===== src/rtl/multicycle_controller.sv =====
// multicycle_controller
// Control FSM for the Simple RISC Machine. It fetches instructions through the
// PC, decodes the instruction register and sequences the datapath. LDR and STR
// use a req/ack memory handshake guarded by a timeout watchdog. It also handles
// HALT and traps illegal opcodes.
//
// Ports:
//   clk            rising-edge clock
//   reset          asynchronous, active-low reset
//   ir[15:0]       current instruction-register contents
//   mem_ack        memory completes the current request (one-cycle pulse)
//   nsel[2:0]      register select, one-hot: 100 Rn, 010 Rd, 001 Rm
//   vsel[1:0]      writeback source: 00 C, 01 mdata, 10 sximm8
//   loada/b/c/s    datapath register enables
//   asel, bsel     ALU A-zero select, B-sximm5 select
//   write          register-file write enable
//   load_ir        instruction-register load
//   load_pc        PC increment
//   reset_pc       PC clear
//   addr_sel       memory address source: 1 PC, 0 data-address register
//   load_addr      data-address register load
//   mem_req        memory request
//   mem_we         memory write qualifier
//   halted, err    status flags
module multicycle_controller #(
    parameter int MAX_WAIT = 15,
    parameter bit EN_MEM   = 1'b1
) (
    input  logic        clk,
    input  logic        reset,
    input  logic [15:0] ir,
    input  logic        mem_ack,
    output logic [2:0]  nsel,
    output logic [1:0]  vsel,
    output logic        loada,
    output logic        loadb,
    output logic        loadc,
    output logic        loads,
    output logic        asel,
    output logic        bsel,
    output logic        write,
    output logic        load_ir,
    output logic        load_pc,
    output logic        reset_pc,
    output logic        addr_sel,
    output logic        load_addr,
    output logic        mem_req,
    output logic        mem_we,
    output logic        halted,
    output logic        err
);

    typedef enum logic [4:0] {
        S_RST, S_IF1, S_UPDATE_PC, S_DECODE, S_GETA, S_GETB, S_EXEC,
        S_WRITE_REG, S_WRITE_IMM, S_MEM_EXEC, S_MEM_ADDR, S_MEM_RD,
        S_LDR_WB, S_STR_GETD, S_STR_PASS, S_MEM_WR, S_HALT, S_ERROR
    } state_t;

    // Instruction class captured at DECODE. Later states branch and
    // qualify outputs on this class, so every output stays a registered
    // decode that does not depend on ir after DECODE.
    typedef enum logic [2:0] {
        OP_ALU, OP_CMP, OP_MOV, OP_MVN, OP_LDR, OP_STR
    } op_t;

    localparam logic [7:0] WAIT_LAST = 8'(MAX_WAIT - 1);

    state_t     state_q, state_d;
    op_t        op_q, op_d;
    logic [7:0] wait_q, wait_d;

    // Only the opcode/op fields steer control; the operand fields go to the datapath.
    logic unused_ir;
    assign unused_ir = ^ir[10:0];

    always_ff @(posedge clk or negedge reset) begin
        if (!reset) begin
            state_q <= S_RST;
            op_q    <= OP_ALU;
            wait_q  <= 8'd0;
        end else begin
            state_q <= state_d;
            op_q    <= op_d;
            wait_q  <= wait_d;
        end
    end

    // Next-state logic. The wait counter defaults to zero, so any state
    // change clears it. It only counts while a request is left unacknowledged.
    // An ack on the last allowed cycle is checked first, so the ack wins.
    always_comb begin
        state_d = state_q;
        op_d    = op_q;
        wait_d  = 8'd0;
        case (state_q)
            S_RST:       state_d = S_IF1;
            S_IF1: begin
                if (mem_ack)                  state_d = S_UPDATE_PC;
                else if (wait_q == WAIT_LAST) state_d = S_ERROR;
                else                          wait_d  = wait_q + 8'd1;
            end
            S_UPDATE_PC: state_d = S_DECODE;
            S_DECODE: begin
                casez (ir[15:11])
                    5'b11010: state_d = S_WRITE_IMM;
                    5'b11000: begin op_d = OP_MOV; state_d = S_GETB; end
                    5'b10100: begin op_d = OP_ALU; state_d = S_GETA; end
                    5'b10101: begin op_d = OP_CMP; state_d = S_GETA; end
                    5'b10110: begin op_d = OP_ALU; state_d = S_GETA; end
                    5'b10111: begin op_d = OP_MVN; state_d = S_GETB; end
                    5'b01100: begin
                        op_d    = OP_LDR;
                        state_d = EN_MEM ? S_GETA : S_ERROR;
                    end
                    5'b10000: begin
                        op_d    = OP_STR;
                        state_d = EN_MEM ? S_GETA : S_ERROR;
                    end
                    5'b111??: state_d = S_HALT;
                    default:  state_d = S_ERROR;
                endcase
            end
            S_GETA:      state_d = (op_q == OP_LDR || op_q == OP_STR) ? S_MEM_EXEC : S_GETB;
            S_GETB:      state_d = S_EXEC;
            S_EXEC:      state_d = (op_q == OP_CMP) ? S_IF1 : S_WRITE_REG;
            S_WRITE_REG: state_d = S_IF1;
            S_WRITE_IMM: state_d = S_IF1;
            S_MEM_EXEC:  state_d = S_MEM_ADDR;
            S_MEM_ADDR:  state_d = (op_q == OP_LDR) ? S_MEM_RD : S_STR_GETD;
            S_MEM_RD: begin
                if (mem_ack)                  state_d = S_LDR_WB;
                else if (wait_q == WAIT_LAST) state_d = S_ERROR;
                else                          wait_d  = wait_q + 8'd1;
            end
            S_LDR_WB:    state_d = S_IF1;
            S_STR_GETD:  state_d = S_STR_PASS;
            S_STR_PASS:  state_d = S_MEM_WR;
            S_MEM_WR: begin
                if (mem_ack)                  state_d = S_IF1;
                else if (wait_q == WAIT_LAST) state_d = S_ERROR;
                else                          wait_d  = wait_q + 8'd1;
            end
            S_HALT:      state_d = S_HALT;
            S_ERROR:     state_d = S_ERROR;
            default:     state_d = S_ERROR;
        endcase
    end

    // Moore output decode
    always_comb begin
        nsel      = 3'b000;
        vsel      = 2'b00;
        loada     = 1'b0;
        loadb     = 1'b0;
        loadc     = 1'b0;
        loads     = 1'b0;
        asel      = 1'b0;
        bsel      = 1'b0;
        write     = 1'b0;
        load_ir   = 1'b0;
        load_pc   = 1'b0;
        reset_pc  = 1'b0;
        addr_sel  = 1'b0;
        load_addr = 1'b0;
        mem_req   = 1'b0;
        mem_we    = 1'b0;
        halted    = 1'b0;
        err       = 1'b0;
        case (state_q)
            S_RST:       begin reset_pc = 1'b1; addr_sel = 1'b1; end
            // IR is loaded throughout IF1 and holds the word present on the ack cycle.
            S_IF1:       begin mem_req = 1'b1; addr_sel = 1'b1; load_ir = 1'b1; end
            S_UPDATE_PC: load_pc = 1'b1;
            S_GETA:      begin nsel = 3'b100; loada = 1'b1; end
            S_GETB:      begin nsel = 3'b001; loadb = 1'b1; end
            S_EXEC: begin
                loadc = 1'b1;
                asel  = (op_q == OP_MOV || op_q == OP_MVN);
                loads = (op_q == OP_CMP);
            end
            S_WRITE_REG: begin write = 1'b1; nsel = 3'b010; end
            S_WRITE_IMM: begin write = 1'b1; vsel = 2'b10; nsel = 3'b100; end
            S_MEM_EXEC:  begin bsel = 1'b1; loadc = 1'b1; end
            S_MEM_ADDR:  load_addr = 1'b1;
            S_MEM_RD:    mem_req = 1'b1;
            S_LDR_WB:    begin write = 1'b1; vsel = 2'b01; nsel = 3'b010; end
            S_STR_GETD:  begin nsel = 3'b010; loadb = 1'b1; end
            S_STR_PASS:  begin asel = 1'b1; loadc = 1'b1; end
            S_MEM_WR:    begin mem_req = 1'b1; mem_we = 1'b1; end
            S_HALT:      halted = 1'b1;
            S_ERROR:     err = 1'b1;
            default:     ;
        endcase
    end

endmodule


===== config.mk =====
export PLATFORM = sky130hd
export DESIGN_NAME = multicycle_controller
export DESIGN_NICKNAME = d
export VERILOG_FILES = /design/src/rtl/multicycle_controller.sv
export SDC_FILE = /design/constraint.sdc
export NUM_CORES = 1
export LEC_CHECK = 0
export ABC_AREA = 1
export CORE_ASPECT_RATIO = 1.4
export CORE_MARGIN = 3
export CORE_UTILIZATION = 35
export DETAILED_ROUTE_END_ITERATION = 10
export PLACE_DENSITY = 0.66
export SETUP_SLACK_MARGIN = 0.15
export SLEW_MARGIN = 0
export SYNTH_ARGS = -nofsm -noshare
export SYNTH_HDL_FRONTEND = slang
export SYNTH_SLANG_ARGS = --single-unit
export TNS_END_PERCENT = 50

===== constraint.sdc =====
create_clock -name clk -period 1.39 [get_ports clk]
set_input_delay 0.2085 -clock clk [delete_from_list [all_inputs] [get_ports clk]]
set_output_delay 0.2085 -clock clk [all_outputs]
set_load 0.02 [all_outputs]

Yosys cells after proc, flatten, opt, wreduce, memory -nomap -nowiden. Cells that the tools add are included.

Bits in registers: 16. Output and inout port bits: 21.

$add $sub $neg: 1. Equal/unequal tests: 32. Mux-type cells: 31. Reduce and logical (&&, ||, !) cells: 16.

Operators with widths (count): $pmux W5 S14 (1); $eq A5 B4 Y1 const B (9); $eq A5 B5 Y1 const B (9); $mux W8 (3); $eq A5 B3 Y1 const B (4); $mux W5 (4); $pmux W5 S4 (1); $pmux W3 S6 (1); $mux W1 (15); $reduce_or A3 Y1 (4); $eq A5 B2 Y1 const B (2); $reduce_or A2 Y1 (5); $eq A3 B3 Y1 const B (3); $pmux W3 S3 (1); $add A8 B1 Y8 const B (1); $eq A8 B4 Y1 const B (1); $eq A3 B2 Y1 const B (2); $mux W3 (2); $reduce_bool A6 Y1 (1); $eq A5 B1 Y1 const B (1); $logic_not A5 Y1 (1); $reduce_or A5 Y1 (1); $mux W4 (1); $pmux W2 S2 (1); other kinds (5) (6).

Depth between registers and ports, before layout.
Depth after elaboration: 4. Depth in mapped cells: 10.

Least setup slack after synthesis. OpenSTA, ideal clock, no wires.

Path kind: register -> output. Start point: reg state_q[4]. End point: out loads. Arrival time: 1.607 ns. Path slack: -0.426 ns. Stages on the path, launching flop included: 7. Cells stage by stage: dfrtp_1 -> inv_2 -> buf_2 -> nand3_1 -> inv_1 -> nand2_1 -> nor4_1.

Longest elaborated chain between the ends: 2.

Ends and longest elaborated chain: from (decl) (line 68) `state_t state_q, state_d;`; from (signal assigned) (line 82) `state_q <= state_d;`; $eq A5 B3 Y1 (line 169) `case (state_q)`; $mux W1 (line 169); to (decl) (line 38) `output logic loads,`.

No other way between the ends.

Worst setup path after layout.
Start point: reg state_q[1]. End point: reg state_q[1].

Longest elaborated chain between the ends: 3. Elaborated cells between the ends (all ways): 23.

Ends and longest elaborated chain: $eq A5 B4 Y1, or another cell as far along (line 95) `case (state_q)`; $reduce_or A4 Y1 (no line), or another cell as far along; $pmux W5 S14 * (line 95); net state_d[1] (line 68).

The timed path passes the listed nets; every way through them passes the cells marked *. A chain may end at the register's enable or synchronous reset.

==> run metrics <==
Worst Path Required 1.50 ns; Worst-Margin Slew 0.326 ns; layout cells sized above 1 0.527; sequential fraction of the synthesis area 0.319; DR WL/cell 13.1 µm; Arrival @ worst endpoint 1.76 ns; Tcrit/Tclk final 1.19; Die X 56.6 µm; Total Power 3.96 mW; Initial DRT Pass Iterations 4; commonest non-fill, non-tap cell in the layout buf_4; clock sink total 16; worst-skew pair later-pin latency 0.25 ns; Yosys reg bits 16; CTS Buf Count 3; LEAKAGE 1.31 nW; Mapped Cells 200; CP max-delay cell dfrtp_2; Slew Viols, Final 0; io pins 40; Worst Setup SP state_q[1]; layout net count 318; Syn Std Cell Area 1250 µm²; row count 25; critical path fanouts, max 4; unrepaired setup endpoints after global routing yes; Initial Util 0.368; Overall Global Routing Usage 0.188; outcome complete, but fails checks; Clock Skew 0.00227 ns; minimum clock period 1.65 ns; Setup WS post-layout -0.261 ns; filler cell count 248; core area 3410 µm²; Post-Syn Nets 221; number of antenna violations at the first check in global routing 0; most frequent cells in the layout buf_4 (58), nand2_1 (43), buf_6 (27), nor2_1 (24), inv_1 (20); P per Cell Area 1590 nW/µm²; Die Ht 76.9 µm; total grt overflow 0; yosys warns 0; Final ANT Viol Nets 0; max-cap violation count 0; Netlist cell types 23; crit start category register; HPWL Detailed 2.81 mm; Reg2Reg Setup Slack -0.26 ns; Max Clk Rate 0.606 GHz; first-pass GRT wire length 6.53 mm; final setup violation count 37; Syn Area/Cell 6.27 µm²; Vias/cell 4.95; worst-path cell chain buf_4 -> nand3_4 -> buf_6 -> nor3_4 -> buf_4 -> inv_1 -> nor2_1 -> nor2_1 -> nand3_1; FF-to-FF Start state_q[1]; Root Driver clkbuf_8; multi-input logic area 996 µm²; GP Congestion 0.853; final hold vios 0; IO Port Bufs 28; worst hold path class in2async; worst-case reg-to-reg path depth 9; critical path's largest stage delay 0.43 ns; r2r endpoint state_q[1]; dpl ws -0.418 ns; Clock transition at path regs 0.06 ns; # diodes 0; VDD IR max 0.00132 V; FF+latch area 405 µm²; number of global-route vias before repair 1,581; area grow syn2layout 97.9%; CTS tree built; Max Root-Sink Buffers 2; Die ar. 4350 µm²; hold slack 0.272 ns; critical path class reg2reg; DRC Markers 0; total wire length 4.41 mm; largest net degree at the start of global routing 17; # H-tree levels 1; Vias 1,664; Initial DRC Count 30; slew margin rel. 0.780; failing checks negative setup slack; crit end category register
==> critical path, delay by kind of cell, from the launching register on <==
family        cells  cell delay [ns]
simple gates      5             0.59
buf+inv           4             0.49
flops             1             0.43
==> registers in the layout, indices dropped and copies added (netlist names) <==
register / cells
state_q: 5
op_q: 3
wait_q: 8
==> cells by family after synthesis <==
kind of cell | Yosys count | synth area share
AOI/OAI and AO/OA | 9 | 0.0379
xor gates and xnor gates | 4 | 0.0279
adders and majority gates | 2 | 0.0199
buffers and inverters | 34 | 0.109
DFF | 16 | 0.319
and+or+nand+nor | 135 | 0.487
==> worst max path at each step <==
stage,end,slack (ns),depth (start not counted)
floorplan,loads,-0.02,6
global placement,loads,-0.38,4
detailed placement,loads,-0.42,5
CTS,loadc,-0.22,5
global route,wait_q[7],-0.30,9
finish,state_q[1],-0.26,9
==> synth_stat cells <==
library cell  instances  area [µm²]
nand2_1              51         191
nor2_1               35         131
inv_1                31         116
nand3_1              25         125
dfrtp_1              16         400
nor2_2                8        50.1
o21ai_0               8        40.0
nor3_1                3        15.0
nor3_2                3        30.0
ha_1                  2        25.0
nand2_2               2        12.5
nand4_1               2        12.5
nor4_1                2        12.5
xnor2_1               2        17.5
xor2_1                2        17.5
and2_1                1        6.26
buf_2                 1        5.00
buf_6                 1        11.3
inv_2                 1        3.75
nand3_2               1        10.0
nor3b_1               1        7.51
o211ai_1              1        7.51
or2_1                 1        6.26
==> through the flow <==
step | TNS (ns) | utilization | std cells | cell area, µm²
floorplan | -0.0568 | - | 200 | 1340
global placement | -9.75 | 0.602 | 320 | 2050
detailed placement | -10.30 | 0.602 | 320 | 2050
CTS | -5.18 | 0.672 | 329 | 2290
global route | -8.26 | 0.728 | 336 | 2480
finish | -5.72 | 0.728 | 336 | 2480
==> metal layers <==
| layer | part of all wire | global-route usage | vias up |
|---|---|---|---|
| met4 | 0.041 | 0.105 | 0 |
| li1 | - | - | 821 |
| met2 | 0.57 | 0.348 | 57 |
| met3 | 0.039 | 0.0253 | 16 |
| met1 | 0.35 | 0.195 | 770 |
| met5 | 0 | 0 | - |
==> cell type report <==
type / count / area share
multi-input cells: 150 / 0.401
clock buffers: 4 / 0.0222
flip-flops and latches: 16 / 0.163
inverters: 32 / 0.0514
well taps: 40 / 0.0202
repair buffers: 94 / 0.342
==> timing repair <==
| item | in CTS | in global routing |
|---|---|---|
| hold buffers | 0 | 0 |
| setup buffers | 5 | 7 |
| endpoints found under the setup margin | 37 | 37 |
| pin swaps | 12 | 18 |
| resized for setup | 160 | 34 |
==> power by group <==
part | switching, mW | internal, mW | leakage [nW]
sequential | 0.140 | 0.569 | 0.210
clock | 0.160 | 0.251 | 0.0288
combinational | 1.47 | 1.37 | 1.07
total | 1.77 | 2.19 | 1.31
No activity file was read; power rests on OpenSTA's default activity.
==> variant, RTL diff (same flow settings) <==
The 6 values of `op_t` get a Gray code encoding in 3 bits.
--- a/src/rtl/multicycle_controller.sv
+++ b/src/rtl/multicycle_controller.sv
@@ -61,5 +61,5 @@
     // decode that does not depend on ir after DECODE.
     typedef enum logic [2:0] {
-        OP_ALU, OP_CMP, OP_MOV, OP_MVN, OP_LDR, OP_STR
+        OP_ALU = 3'b000, OP_CMP = 3'b001, OP_MOV = 3'b011, OP_MVN = 3'b010, OP_LDR = 3'b110, OP_STR = 3'b111
     } op_t;
 
Behaviour: same outputs for any inputs over 10 cycles, from zero or initial values and one cycle with reset low; not proved beyond that.
==> variant against the original RTL <==
  * The flow still finishes with violations (setup timing)
  * Final cell count decreased by 3.0%
  * Power decreased by 2.4%
  * Sequential cell count unchanged
  * Highest routed layer unchanged
  * Wire length decreased by 2.4%
  * Area after synthesis increased by 6.1%
  * Cell area decreased by 3.8%
  * Setup slack got worse by 0.013 ns
  * Count of clock-buffer cells in the layout unchanged
==> variant: results (changes against the original RTL) <==
stage	metric	value	unit	change
layout	biggest registers after layout	wait_q x8, state_q x5, op_q x3		
layout	number of nets at the end of the flow	308		-3.1%
route	initial DRC count	33		+10%
power_and_ir_drop	peak supply drop	1051	uV	-20%
yosys	Seq/Total Area, Yosys	30.08	%	-1.8 points
sta	Final setup violation count	35		-5.4%
clock_network	H-tree level count	1		unchanged
global_routing	wire length of the first global-routing pass	7.203	mm	+10%
route	routed wire length per instance	13.21	microns	+0.59%
yosys	leading post-synthesis cells by cell area	dfrtp_1 30%, nand2_1 10%, nor2_1 9.9%, inv_1 8.5%, nand3_1 6.4%		
setup_path	register-to-register setup slack	-0.21	ns	+0.05 ns
clock_network	maximum number of buffers from clock root to sink	2		unchanged
clock_network	Worst-Skew Late Latency	0.26	ns	
global_routing	number of global-route vias before repair	1650		+4.4%
clock_network	CTS root buf	clkbuf_8		
setup_path	Crit path arrival time	1.46	ns	-0.30 ns
yosys	leading post-synthesis cells by instance count	37 x nand2_1, 35 x nor2_1, 30 x inv_1, 17 x nand3_1, 16 x dfrtp_1		
status	failing checks	setup timing		
sta	Final Hold Fails	0		unchanged
sta	final worst slack	-0.2741	ns	-0.01266 ns
yosys	fraction of registers with async set or reset after synthesis	100.0	%	unchanged
place	global placer's final weighted congestion	0.8317		-2.5%
sta	transition time at the pin with the least slew margin	0.2872	ns	-0.03921 ns
route	length of the first detailed-routing pass in iterations	6		+2
route	routed vias/inst	4.914		-0.77%
yosys	Distinct cells, synth	31		+35%
sta	worst clock skew on the final layout	0.004845	ns	+0.002575 ns
hold_path	HP Class	primary input to asynchronous set/reset pin		
place	detailed placement HPWL	3.049	mm	+8.5%
layout	# diodes	0		unchanged
setup_path	crit path max fanout	4		unchanged
yosys	synthesis warning total	0		unchanged
yosys	Synth Flop Type	dfrtp_1		
setup_path	reg-to-reg critical path startpoint	state_q[2]		
yosys	number of nets in the synthesized netlist	218		-1.4%
setup_path	endpoint of the worst register-to-register path	state_q[1]		
place	cell area after placement	2036	sq um	-0.79%
place	dpl ws	-0.4758	ns	-0.05773 ns
status	run status	finished with violations		
clock_network	number of buffers added by the clock tree synthesis step	3		unchanged
global_routing	overall global routing resource usage	20.25	%	+1.5 points
global_routing	initial antenna violation count	0		unchanged
power_and_ir_drop	static leakage	1.262	nW	-3.9%
layout	fraction of layout cells with a size suffix above 1	52.80	%	+0.095 points
setup_path	cell depth of the worst flop-to-flop path	9		unchanged
[variant: metal layers]
metal	routed length, microns	GRT usage [%]	vias to the layer above
met5	0	0	-
met1	1641	21.72	747
met3	145	1.626	9
li1	-	-	810
met4	107	6.729	0
met2	2412	39.93	36
[variant: worst max path at each step]
stage	to	cells past startpoint	slack [ns]	start
after detailed placement	load_pc	7	-0.48	state_q[0]
after global placement	load_pc	7	-0.45	state_q[0]
final	mem_req	6	-0.27	state_q[2]
after global routing	loadc	9	-0.35	state_q[4]
after CTS	addr_sel	6	-0.26	state_q[3]
after floorplan	loadc	6	0.008	state_q[4]
[variant: area by class of cell]
type | count | area (sq um)
clock buffer | 4 | 55.05
timing repair buffer | 87 | 757.0
inverter | 36 | 145.1
tap | 40 | 50.05
multi-input combinational | 143 | 975.9
sequential | 16 | 405.4
fill | 289 | 1115
[variant: logic make-up (layout without fill, tap and decap cells)]
logic type,Yosys count,in the layout,share of synthesized area (%)
flops,16,16,30.07
xor+xnor,5,5,3.289
compound gates,18,18,8.460
fa+ha+maj,2,2,1.879
simple gates,118,118,44.36
buf+inv,38,127,11.94
[variant: where the power goes]
group	internal (W)	switching [W]
clock network	0.000252	0.000170
logic	0.00124	0.00146
registers	0.000587	0.000153
[variant: repair_timing]
item / CTS / global route
buffers inserted: 10 / 3
setup endpoints to repair: 37 / 37
hold buffers: 0 / 0
gates cloned: 0 / 0
gates resized for setup: 161 / 15
pin swaps: 9 / 8
[variant: worst max-delay path, stage by stage, from the launching register on]
cell,delay (ns)
dfrtp_2,0.45
buf_6,0.14
nor2_4,0.18
buf_6,0.13
nand3_4,0.10
nand2_4,0.09
buf_6,0.11
[variant: stage by stage]
stage / hold slack, ns / std cells / setup TNS, ns / util (%)
after floorplan: -0.08709 / 197 / 0 / -
after global placement: 0.5088 / 309 / -8.992 / 58.11
after detailed placement: 0.5154 / 309 / -9.438 / 58.11
after CTS: 0.2825 / 323 / -4.743 / 66.68
after global routing: 0.2941 / 326 / -8.313 / 68.18
final: 0.2742 / 326 / -5.560 / 68.18
